File: src/rtl/inst_fetch_if.sv
// rtl/inst_fetch_if.sv - fetch unit bus bundle: imem request/response, redirect and decode handshake
interface inst_fetch_if;
  logic        imem_req_valid;
  logic [31:0] imem_req_addr;
  logic        imem_req_ready;
  logic        imem_rsp_valid;
  logic [31:0] imem_rsp_data;
  logic        redirect_valid;
  logic [31:0] redirect_pc;
  logic        id_valid;
  logic [31:0] id_inst;
  logic [31:0] id_pc;
  logic        id_ready;

  modport master (
    output imem_req_valid, imem_req_addr, id_valid, id_inst, id_pc,
    input  imem_req_ready, imem_rsp_valid, imem_rsp_data, redirect_valid, redirect_pc, id_ready
  );

  modport slave (
    input  imem_req_valid, imem_req_addr, id_valid, id_inst, id_pc,
    output imem_req_ready, imem_rsp_valid, imem_rsp_data, redirect_valid, redirect_pc, id_ready
  );
endinterface

File: src/rtl/inst_fetch.sv
// rtl/inst_fetch.sv - credit-limited instruction fetch with PC FIFO, instruction queue and redirect kill
module inst_fetch #(
  parameter logic [31:0] RESET_PC = 32'h0000_0000,
  parameter int          DEPTH    = 2
) (
  input  logic         clk,
  input  logic         rst,
  inst_fetch_if.master bus
);
  localparam int CW = $clog2(DEPTH + 1);
  localparam int PW = $clog2(DEPTH);
  localparam logic [CW-1:0] DEPTH_C = CW'(DEPTH);
  localparam logic [PW-1:0] LAST_C  = PW'(DEPTH - 1);

  typedef enum logic {RUN, DRAIN} state_e;

  state_e        state_q, state_d;
  logic [31:0]   fetch_pc_q, fetch_pc_d;
  logic [CW-1:0] outstanding_q, outstanding_d;
  logic [CW-1:0] kill_cnt_q, kill_cnt_d;
  logic [CW-1:0] count_q, count_d;
  logic [PW-1:0] pf_wr_q, pf_wr_d, pf_rd_q, pf_rd_d;
  logic [PW-1:0] iq_wr_q, iq_wr_d, iq_rd_q, iq_rd_d;

  logic [31:0] pf_mem_q  [DEPTH];
  logic [31:0] iq_inst_q [DEPTH];
  logic [31:0] iq_pc_q   [DEPTH];

  logic accept, rsp, discard, push, pop, credit;

  function automatic logic [PW-1:0] ptr_inc(input logic [PW-1:0] p);
    return (p == LAST_C) ? '0 : p + PW'(1);
  endfunction

  // Counts are registered, so a pop this cycle frees its slot only next cycle.
  assign credit  = (outstanding_q + count_q) < DEPTH_C;
  assign accept  = bus.imem_req_valid && bus.imem_req_ready;
  assign rsp     = bus.imem_rsp_valid;
  assign discard = bus.redirect_valid || (state_q == DRAIN);
  assign push    = rsp && !discard;
  assign pop     = bus.id_valid && bus.id_ready;

  assign bus.imem_req_valid = !rst && !bus.redirect_valid && credit;
  assign bus.imem_req_addr  = fetch_pc_q & 32'hFFFF_FFFC;
  assign bus.id_valid       = (count_q != '0);
  assign bus.id_inst        = bus.id_valid ? iq_inst_q[iq_rd_q] : 32'h0;
  assign bus.id_pc          = bus.id_valid ? iq_pc_q[iq_rd_q]   : 32'h0;

  always_comb begin
    fetch_pc_d    = fetch_pc_q;
    outstanding_d = outstanding_q + CW'(accept) - CW'(rsp);
    kill_cnt_d    = kill_cnt_q;
    count_d       = count_q;
    pf_wr_d       = accept ? ptr_inc(pf_wr_q) : pf_wr_q;
    pf_rd_d       = rsp ? ptr_inc(pf_rd_q) : pf_rd_q;
    iq_wr_d       = iq_wr_q;
    iq_rd_d       = iq_rd_q;

    if (bus.redirect_valid) begin
      fetch_pc_d = bus.redirect_pc & 32'hFFFF_FFFC;
      // Everything still in flight belongs to the wrong path, minus any response landing now.
      kill_cnt_d = outstanding_q - CW'(rsp);
      count_d    = '0;
      iq_wr_d    = '0;
      iq_rd_d    = '0;
    end else begin
      if (accept) fetch_pc_d = fetch_pc_q + 32'd4;
      if (rsp && (kill_cnt_q != '0)) kill_cnt_d = kill_cnt_q - CW'(1);
      count_d = count_q + CW'(push) - CW'(pop);
      if (push) iq_wr_d = ptr_inc(iq_wr_q);
      if (pop)  iq_rd_d = ptr_inc(iq_rd_q);
    end

    state_d = (kill_cnt_d != '0) ? DRAIN : RUN;
  end

  always_ff @(posedge clk or posedge rst) begin
    if (rst) begin
      state_q       <= RUN;
      fetch_pc_q    <= RESET_PC;
      outstanding_q <= '0;
      kill_cnt_q    <= '0;
      count_q       <= '0;
      pf_wr_q       <= '0;
      pf_rd_q       <= '0;
      iq_wr_q       <= '0;
      iq_rd_q       <= '0;
    end else begin
      state_q       <= state_d;
      fetch_pc_q    <= fetch_pc_d;
      outstanding_q <= outstanding_d;
      kill_cnt_q    <= kill_cnt_d;
      count_q       <= count_d;
      pf_wr_q       <= pf_wr_d;
      pf_rd_q       <= pf_rd_d;
      iq_wr_q       <= iq_wr_d;
      iq_rd_q       <= iq_rd_d;
    end
  end

  // Storage needs no reset: occupancy is tracked by the counters above.
  always_ff @(posedge clk) begin
    if (accept) pf_mem_q[pf_wr_q] <= bus.imem_req_addr;
    if (push) begin
      iq_inst_q[iq_wr_q] <= bus.imem_rsp_data;
      iq_pc_q[iq_wr_q]   <= pf_mem_q[pf_rd_q];
    end
  end
endmodule
File: src/flat_wrapper.sv
// flat-port wrapper written by rule: the top's interface ports become plain ports
module inst_fetch_flat 
#(
  parameter logic [31:0] RESET_PC = 32'h0000_0000,
  parameter int          DEPTH    = 2
)
  (clk, rst, bus_imem_req_valid, bus_imem_req_addr, bus_id_valid, bus_id_inst, bus_id_pc, bus_imem_req_ready, bus_imem_rsp_valid, bus_imem_rsp_data, bus_redirect_valid, bus_redirect_pc, bus_id_ready);
  inst_fetch_if bus_i ();
  input  logic clk;
  input  logic rst;
  output wire logic [$bits(bus_i.imem_req_valid)-1:0] bus_imem_req_valid;
  output wire logic [$bits(bus_i.imem_req_addr)-1:0] bus_imem_req_addr;
  output wire logic [$bits(bus_i.id_valid)-1:0] bus_id_valid;
  output wire logic [$bits(bus_i.id_inst)-1:0] bus_id_inst;
  output wire logic [$bits(bus_i.id_pc)-1:0] bus_id_pc;
  input wire logic [$bits(bus_i.imem_req_ready)-1:0] bus_imem_req_ready;
  input wire logic [$bits(bus_i.imem_rsp_valid)-1:0] bus_imem_rsp_valid;
  input wire logic [$bits(bus_i.imem_rsp_data)-1:0] bus_imem_rsp_data;
  input wire logic [$bits(bus_i.redirect_valid)-1:0] bus_redirect_valid;
  input wire logic [$bits(bus_i.redirect_pc)-1:0] bus_redirect_pc;
  input wire logic [$bits(bus_i.id_ready)-1:0] bus_id_ready;
  assign bus_imem_req_valid = bus_i.imem_req_valid;
  assign bus_imem_req_addr = bus_i.imem_req_addr;
  assign bus_id_valid = bus_i.id_valid;
  assign bus_id_inst = bus_i.id_inst;
  assign bus_id_pc = bus_i.id_pc;
  assign bus_i.imem_req_ready = bus_imem_req_ready;
  assign bus_i.imem_rsp_valid = bus_imem_rsp_valid;
  assign bus_i.imem_rsp_data = bus_imem_rsp_data;
  assign bus_i.redirect_valid = bus_redirect_valid;
  assign bus_i.redirect_pc = bus_redirect_pc;
  assign bus_i.id_ready = bus_id_ready;
  inst_fetch #(.RESET_PC(RESET_PC), .DEPTH(DEPTH)) u_core (.clk(clk), .rst(rst), .bus(bus_i));
endmodule
File: config.mk
export PLATFORM = sky130hd
export DESIGN_NAME = inst_fetch_flat
export DESIGN_NICKNAME = d
export VERILOG_FILES = /design/src/rtl/inst_fetch_if.sv /design/src/rtl/inst_fetch.sv /design/src/flat_wrapper.sv
export SDC_FILE = /design/constraint.sdc
export NUM_CORES = 1
export LEC_CHECK = 0
export ABC_AREA = 0
export CAP_MARGIN = 20
export CORE_ASPECT_RATIO = 0.6
export CORE_UTILIZATION = 30
export CTS_CLUSTER_DIAMETER = 40
export DETAILED_ROUTE_END_ITERATION = 16
export SLEW_MARGIN = 20
export SYNTH_ARGS = -nofsm -noshare
export SYNTH_HDL_FRONTEND = slang
export SYNTH_SLANG_ARGS = --single-unit
File: constraint.sdc
create_clock -name clk -period 8.3 [get_ports clk]
set_input_delay 0.83 -clock clk [delete_from_list [all_inputs] [get_ports clk]]
set_output_delay 0.83 -clock clk [all_outputs]
set_load 0.05 [all_outputs]
==> results.sh, run 1 <==
export IMPL_outcome="finished clean"
export IMPL_drt_pass1_iter_count=6
export IMPL_leakage_uw=0.00419
export IMPL_synth_edf_count=184
export IMPL_endpoint_kind="primary output"
export IMPL_cts_tree="built"
export IMPL_power_share_clock=0.310
export IMPL_start_util=0.307
export IMPL_ctsHoldBuffers=0
export IMPL_comb_power_share=0.336
export IMPL_post_synth_cell_area_avg_um2=14.5
export IMPL_post_synth_top_area_fraction=0.596
export IMPL_grt_pass1_vias=5786
export IMPL_worstPathRequired_ns=7.47
export IMPL_rr_endpoint="u_core.pf_mem_q[1][29]"
export IMPL_crit_path_max_incr_delay_ns=0.84
export IMPL_setup_worst_path_start="u_core.iq_rd_q"
export IMPL_worst_pin_slew_ns=0.992
export IMPL_drt_wl_total_um=22400
export IMPL_clk_path_buf_depth=3
export IMPL_sw_frac_of_total=0.368
export IMPL_synth_area_um2=9270
export IMPL_synth_main_ff_cell="edfxtp_1"
export IMPL_powerDensity_nw_per_um2=337
export IMPL_crit_chain="buf_4 > mux2i_1 > nor2_1 > clkdlybuf4s50_1"
export IMPL_r2r_setup_slack_ns=5.21
export IMPL_area_growth_pct=33.7
export IMPL_io_pins=168
export IMPL_seqPwrFrac=0.354
export IMPL_setup_violations=0
export IMPL_synth_cell_type_count=41
export IMPL_cp_num_buf_inv=2
export IMPL_cts_made_buffers=30
export IMPL_p_int_uw=2640
export IMPL_grt_pass1_wl_um=34600
export IMPL_ctsRootBufferMaster="clkbuf_16"
export IMPL_die_w_um=229
export IMPL_netlist_instances=638
export IMPL_grt_util_all_layers=0.143
export IMPL_worst_hold_path_type="flop to flop"
export IMPL_dr_max_layer_used="met4"
export IMPL_hold_end="u_core.pf_wr_q"
export IMPL_fp_dieH_um=138
export IMPL_grt_max_degree=63
export IMPL_vdd_ir_drop_max_mv=0.152
export IMPL_fin_setup_tns_ns=0
export IMPL_period_minus_slack_ns=4.08
export IMPL_cts_resized_gates=0
export IMPL_postRouteAntennaNets=0
export IMPL_fill_cells=2837
export IMPL_wl_met1_um=11500
export IMPL_reg2reg_depth=6
export IMPL_path_max_fanout=37
export IMPL_slew_violations=0
export IMPL_post_cts_buffers=0
export IMPL_yosysTopAreaCell="edfxtp_1"
export IMPL_start_kind="flop"
export IMPL_routabilityCongestion=0.765
export IMPL_rows=49
export IMPL_fmax_ghz=0.245
export IMPL_cp_slowest_cell="clkdlybuf4s50_1"
export IMPL_grt_antenna_before_repair=1
export IMPL_met3_length_um=1620
export IMPL_dr_wl_met2_um=9020
export IMPL_async_reset_ff_frac=0.182
export IMPL_hpwlAfterDp_um=14900
export IMPL_coreArea_um2=30200
export IMPL_drtIter0Drc=332
export IMPL_vias=5711
export IMPL_drive_gt1_frac=0.122
export IMPL_yosysSeqAreaShare=0.707
export IMPL_maxCapViolCount=0
export IMPL_wl_per_cell_um=18.0
export IMPL_path_delay_family="buffers and inverters"
export IMPL_clkSinkCount=225
export IMPL_rsz0062_at_grt="no"
export IMPL_synth_seq_cells=225
export IMPL_cts_clk_slew_worst_paths_ns=0.06
export IMPL_synthTopCellsByArea="edfxtp_1, dfrtp_1, mux2i_1"
export IMPL_slew_headroom=0.339
export IMPL_arrival_ns=3.25
export IMPL_final_util=0.411
export IMPL_clk_latency_ns=0.55
export IMPL_period_share=0.491
export IMPL_drc_errors=0
export IMPL_via_per_inst=4.58
export IMPL_h_tree_depth=1
export IMPL_portBuffers=161
export IMPL_path_class="flop to primary output"
export IMPL_report_final_hold_viol_count=0
export IMPL_yosys_warnings=0
export IMPL_min_path_cells=1
export IMPL_skew_ns=0.0180
export IMPL_finalNetCount=889
export IMPL_p_sw_uw=1540
export IMPL_r2r_start="u_core.count_q[1]"
export IMPL_hp_start="u_core.pf_wr_q"
export IMPL_grt_overflow=0
export IMPL_die_area_um2=31600
[registers in the layout, indices dropped and copies added, names as in the netlist]
| name | flops |
|---|---|
| u_core.pf_wr_q | 1 |
| u_core.count_q | 2 |
| u_core.iq_pc_q | 60 |
| u_core.pf_rd_q | 1 |
| u_core.iq_rd_q | 1 |
| u_core.fetch_pc_q | 30 |
| u_core.outstanding_q | 2 |
| u_core.iq_inst_q | 64 |
| u_core.pf_mem_q | 60 |
| u_core.state_q | 1 |
| u_core.iq_wr_q | 1 |
| u_core.kill_cnt_q | 2 |
[cells by family after synthesis]
| kind of cell | Yosys count | share of synthesized area |
|---|---|---|
| flops | 225 | 0.707 |
| simple gates | 192 | 0.0977 |
| mux | 98 | 0.110 |
| compound gates | 45 | 0.0313 |
| buf+inv | 44 | 0.0202 |
| xor+xnor | 27 | 0.0255 |
| fa+ha+maj | 6 | 0.00810 |
| other cells | 1 | 0.000405 |
[metrics by stage]
step                instance area [um^2]  worst slack, ns  hold WS (ns)  power, uW  cells
finish                             12400             4.22         0.514       4180   1246
floorplan                           9280             3.76         0.456       2430    641
detailed placement                 11400             4.55         0.496       2930   1189
global placement                   11400             4.65         0.488       2920   1189
global route                       12400             4.02         0.529       4380   1245
CTS                                12400             4.17         0.504       4240   1245
[placed cells by master, fill, tap and decap left out, types with 6 or more instances in the layout]
master             n
clkbuf_16         31
mux2i_1           67
nand2_1           37
nor2b_1            7
xor2_1            10
buf_4             10
ha_1               6
nor4_1             9
nor2_1            79
mux2_2            31
nand3_1           15
edfxtp_1         184
dfrtp_1           40
o21ai_0           20
or4_1              7
inv_1             12
clkinv_4           6
clkdlybuf4s50_1  160
xnor2_1           17
and2_1             6
nand4_1            8
a31oi_1            7
[worst max-delay path by stage]
| stage | to | slack [ns] | cells after the start |
|---|---|---|---|
| floorplan | u_core.iq_inst_q[0][0] | 3.76 | 4 |
| global placement | u_core.pf_mem_q[1][22] | 4.65 | 6 |
| detailed placement | u_core.pf_mem_q[1][22] | 4.55 | 6 |
| CTS | bus_id_pc[21] | 4.17 | 4 |
| global route | bus_id_pc[20] | 4.02 | 4 |
| finish | bus_id_pc[18] | 4.22 | 4 |
[worst reg2reg max path, cell delays in order (launching register included)]
cell and delay [ns]:
dfrtp_1 0.43, xnor2_1 0.37, xnor2_1 0.30, nand2_1 0.26, nor2_1 0.29, and2_1 0.68
buf_4 0.42
[Yosys cell counts (all sizes together) (4+ instances only)]
cell type,number
and2,6
nor3,6
nor2b,8
nand4,8
a31oi,7
mux2i,67
inv,12
dfrtp,41
xnor2,17
clkbuf,23
edfxtp,184
and3,4
nor4,9
buf,8
o31ai,5
or4,8
nor2,80
ha,6
nand2,37
o21ai,20
mux2,31
xor2,10
nand3,15
[cell type report]
cell class | count | area, um^2 | share of cell area
clock inverters | 23 | 248 | 0.0200
repair buffers | 171 | 1680 | 0.136
flip-flops and latches | 225 | 6560 | 0.529
well taps | 408 | 510 | 0.0412
clock buffers | 33 | 783 | 0.0632
multi-input cells | 372 | 2570 | 0.207
diodes | 1 | 2.50 | 0.000202
inverters | 13 | 48.8 | 0.00394
[power by group through the flow]
stage                     sequential [uW]  clock, uW  combinational, uW
after floorplan                      1490          0                939
after global placement               1500          0               1420
after detailed placement             1500          0               1420
after CTS                            1480       1330               1430
after global routing                 1490       1380               1510
final                                1480       1300               1410
[metal layers]
metal	up-vias	GRT usage
met2	168	0.199
met3	37	0.0394
met5	-	0
met1	2768	0.220
li1	2738	-
met4	0	0.0263
(Power assumes the default switching activity.)
==> run 2, diff against run 1 <==
clock period = 4 ns   (was 8.3 ns; I/O delays follow)
==> results.sh, run 2 (synthesis results as in run 1) <==
export IMPL_outcome="finished clean"
export IMPL_cts_tree="built"
export IMPL_endpoint_kind="primary output"
export IMPL_dpl_cell_count=1191
export IMPL_powerDensity_nw_per_um2=697
export IMPL_top_regs="u_core.iq_inst_q: 64 flops, u_core.iq_pc_q: 60 flops, u_core.pf_mem_q: 60 flops"
export IMPL_rsz0062_at_grt="no"
export IMPL_skew_ns=0.0266
export IMPL_h_tree_depth=1
export IMPL_report_final_hold_viol_count=0
export IMPL_period_share=0.816
export IMPL_period_minus_slack_ns=3.26
export IMPL_slew_headroom=0.340
export IMPL_drive_gt1_frac=0.117
export IMPL_most_common_layout_cells="edfxtp_1, clkdlybuf4s50_1, nor2_1"
export IMPL_ctsHoldBuffers=0
export IMPL_drt_pass1_iter_count=5
export IMPL_die_area_um2=31600
export IMPL_grt_pass1_wl_um=34200
export IMPL_crit_chain="buf_4 > mux2i_1 > nor2_1 > clkdlybuf4s50_1"
export IMPL_grt_overflow=0
export IMPL_area_growth_pct=33.8
export IMPL_slew_violations=0
export IMPL_arrival_ns=2.86
export IMPL_power_uw=8640
export IMPL_place_ws_ns=1.17
export IMPL_worst_pin_slew_ns=0.991
export IMPL_coreArea_um2=30200
export IMPL_hpwlAfterDp_um=14900
export IMPL_grt_antenna_before_repair=0
export IMPL_path_delay_family="buffers and inverters"
export IMPL_io_pins=168
export IMPL_die_w_um=229
export IMPL_clkSinkCount=225
export IMPL_vdd_ir_drop_max_mv=0.320
export IMPL_n_antenna_cell=0
export IMPL_grt_util_all_layers=0.142
export IMPL_grt_max_degree=63
export IMPL_final_common_cell="edfxtp_1"
export IMPL_drc_errors=0
export IMPL_top_register="u_core.iq_inst_q"
export IMPL_fill_cells=2833
export IMPL_wl_per_cell_um=18.3
export IMPL_routabilityCongestion=0.782
export IMPL_postRouteAntennaNets=0
export IMPL_hold_ws_ns=0.409
export IMPL_leakage_uw=0.00418
export IMPL_post_cts_buffers=0
export IMPL_cts_resized_gates=0
export IMPL_instances_no_fill=1243
export IMPL_finalNetCount=889
export IMPL_crit_path_max_incr_delay_ns=0.90
export IMPL_cts_made_buffers=28
export IMPL_drtIter0Drc=367
export IMPL_vias=5807
export IMPL_fin_setup_tns_ns=0
export IMPL_worstPathRequired_ns=3.60
export IMPL_start_kind="flop"
export IMPL_clk_path_buf_depth=3
export IMPL_grt_pass1_vias=5597
export IMPL_cp_num_buf_inv=2
export IMPL_fp_dieH_um=138
export IMPL_worst_hold_path_type="input port to asynchronous set/reset pin"
export IMPL_largest_register_ffs=64
export IMPL_setup_violations=0
export IMPL_cp_slowest_cell="dfrtp_4"
export IMPL_ctsRootBufferMaster="clkbuf_16"
export IMPL_worst_slack_ns=0.736
export IMPL_clk_latency_ns=0.55
export IMPL_cts_clk_slew_worst_paths_ns=0.06
export IMPL_rows=49
export IMPL_drt_wl_total_um=22800
export IMPL_fmax_ghz=0.306
export IMPL_via_per_inst=4.67
export IMPL_path_max_fanout=33
export IMPL_portBuffers=161
export IMPL_start_util=0.307
export IMPL_maxCapViolCount=0
export IMPL_path_class="flop to primary output"
==> run 2: changes by cell type in the layout (fill, tap and decap cells not counted), sizes merged <==
| cell | delta |
|---|---|
| bufinv | +1 |
| buf | +2 |
| clkbuf | +2 |
| inv | -3 |
| diode | -1 |
| clkinvlp | -1 |
| clkinv | -3 |
==> run 2: through the flow <==
step | cell area (um^2) | utilization
final | 12400 | 0.411
after global routing | 12400 | 0.411
after CTS | 12400 | 0.411
after detailed placement | 11400 | 0.378
after global placement | 11400 | 0.378
after floorplan | 9280 | -
==> run 2: final cells by class <==
cell class / instances / area, um^2 / area share
Tap cell: 408 / 510 / 0.0411
Inverter: 13 / 48.8 / 0.00393
Clock buffer: 35 / 757 / 0.0610
Sequential cell: 225 / 6560 / 0.528
Multi-Input combinational cell: 372 / 2570 / 0.207
Clock inverter: 17 / 233 / 0.0188
Timing Repair Buffer: 173 / 1730 / 0.140
==> run 2: power by group <==
group | switching (uW) | leakage [uW] | internal (uW) | total (uW)
Sequential | 263 | 0.00214 | 2840 | 3100
Clock | 992 | 0.000480 | 1620 | 2610
Combinational | 1890 | 0.00156 | 1040 | 2930
==> run 2: per-layer routing <==
| metal | share of wire | global-route usage |
|---|---|---|
| met2 | 0.40 | 0.194 |
| met3 | 0.066 | 0.0359 |
| met1 | 0.52 | 0.225 |
| met4 | 0.013 | 0.0260 |
| met5 | 0 | 0 |
==> run 2: worst paths after layout <==
path	startpoint	to	slack, ns	cells past startpoint
max in group asynchronous	rst	u_core.fetch_pc_q[30]	2.77	3
hold reg to reg	u_core.pf_wr_q	u_core.pf_wr_q	0.50	1
min in group clk	bus_redirect_valid	u_core.count_q[1]	0.41	2
hold / removal	rst	u_core.iq_rd_q	0.41	2
setup / recovery	u_core.iq_rd_q	bus_id_inst[9]	0.74	4
setup reg to reg	u_core.count_q[1]	u_core.fetch_pc_q[22]	1.37	5
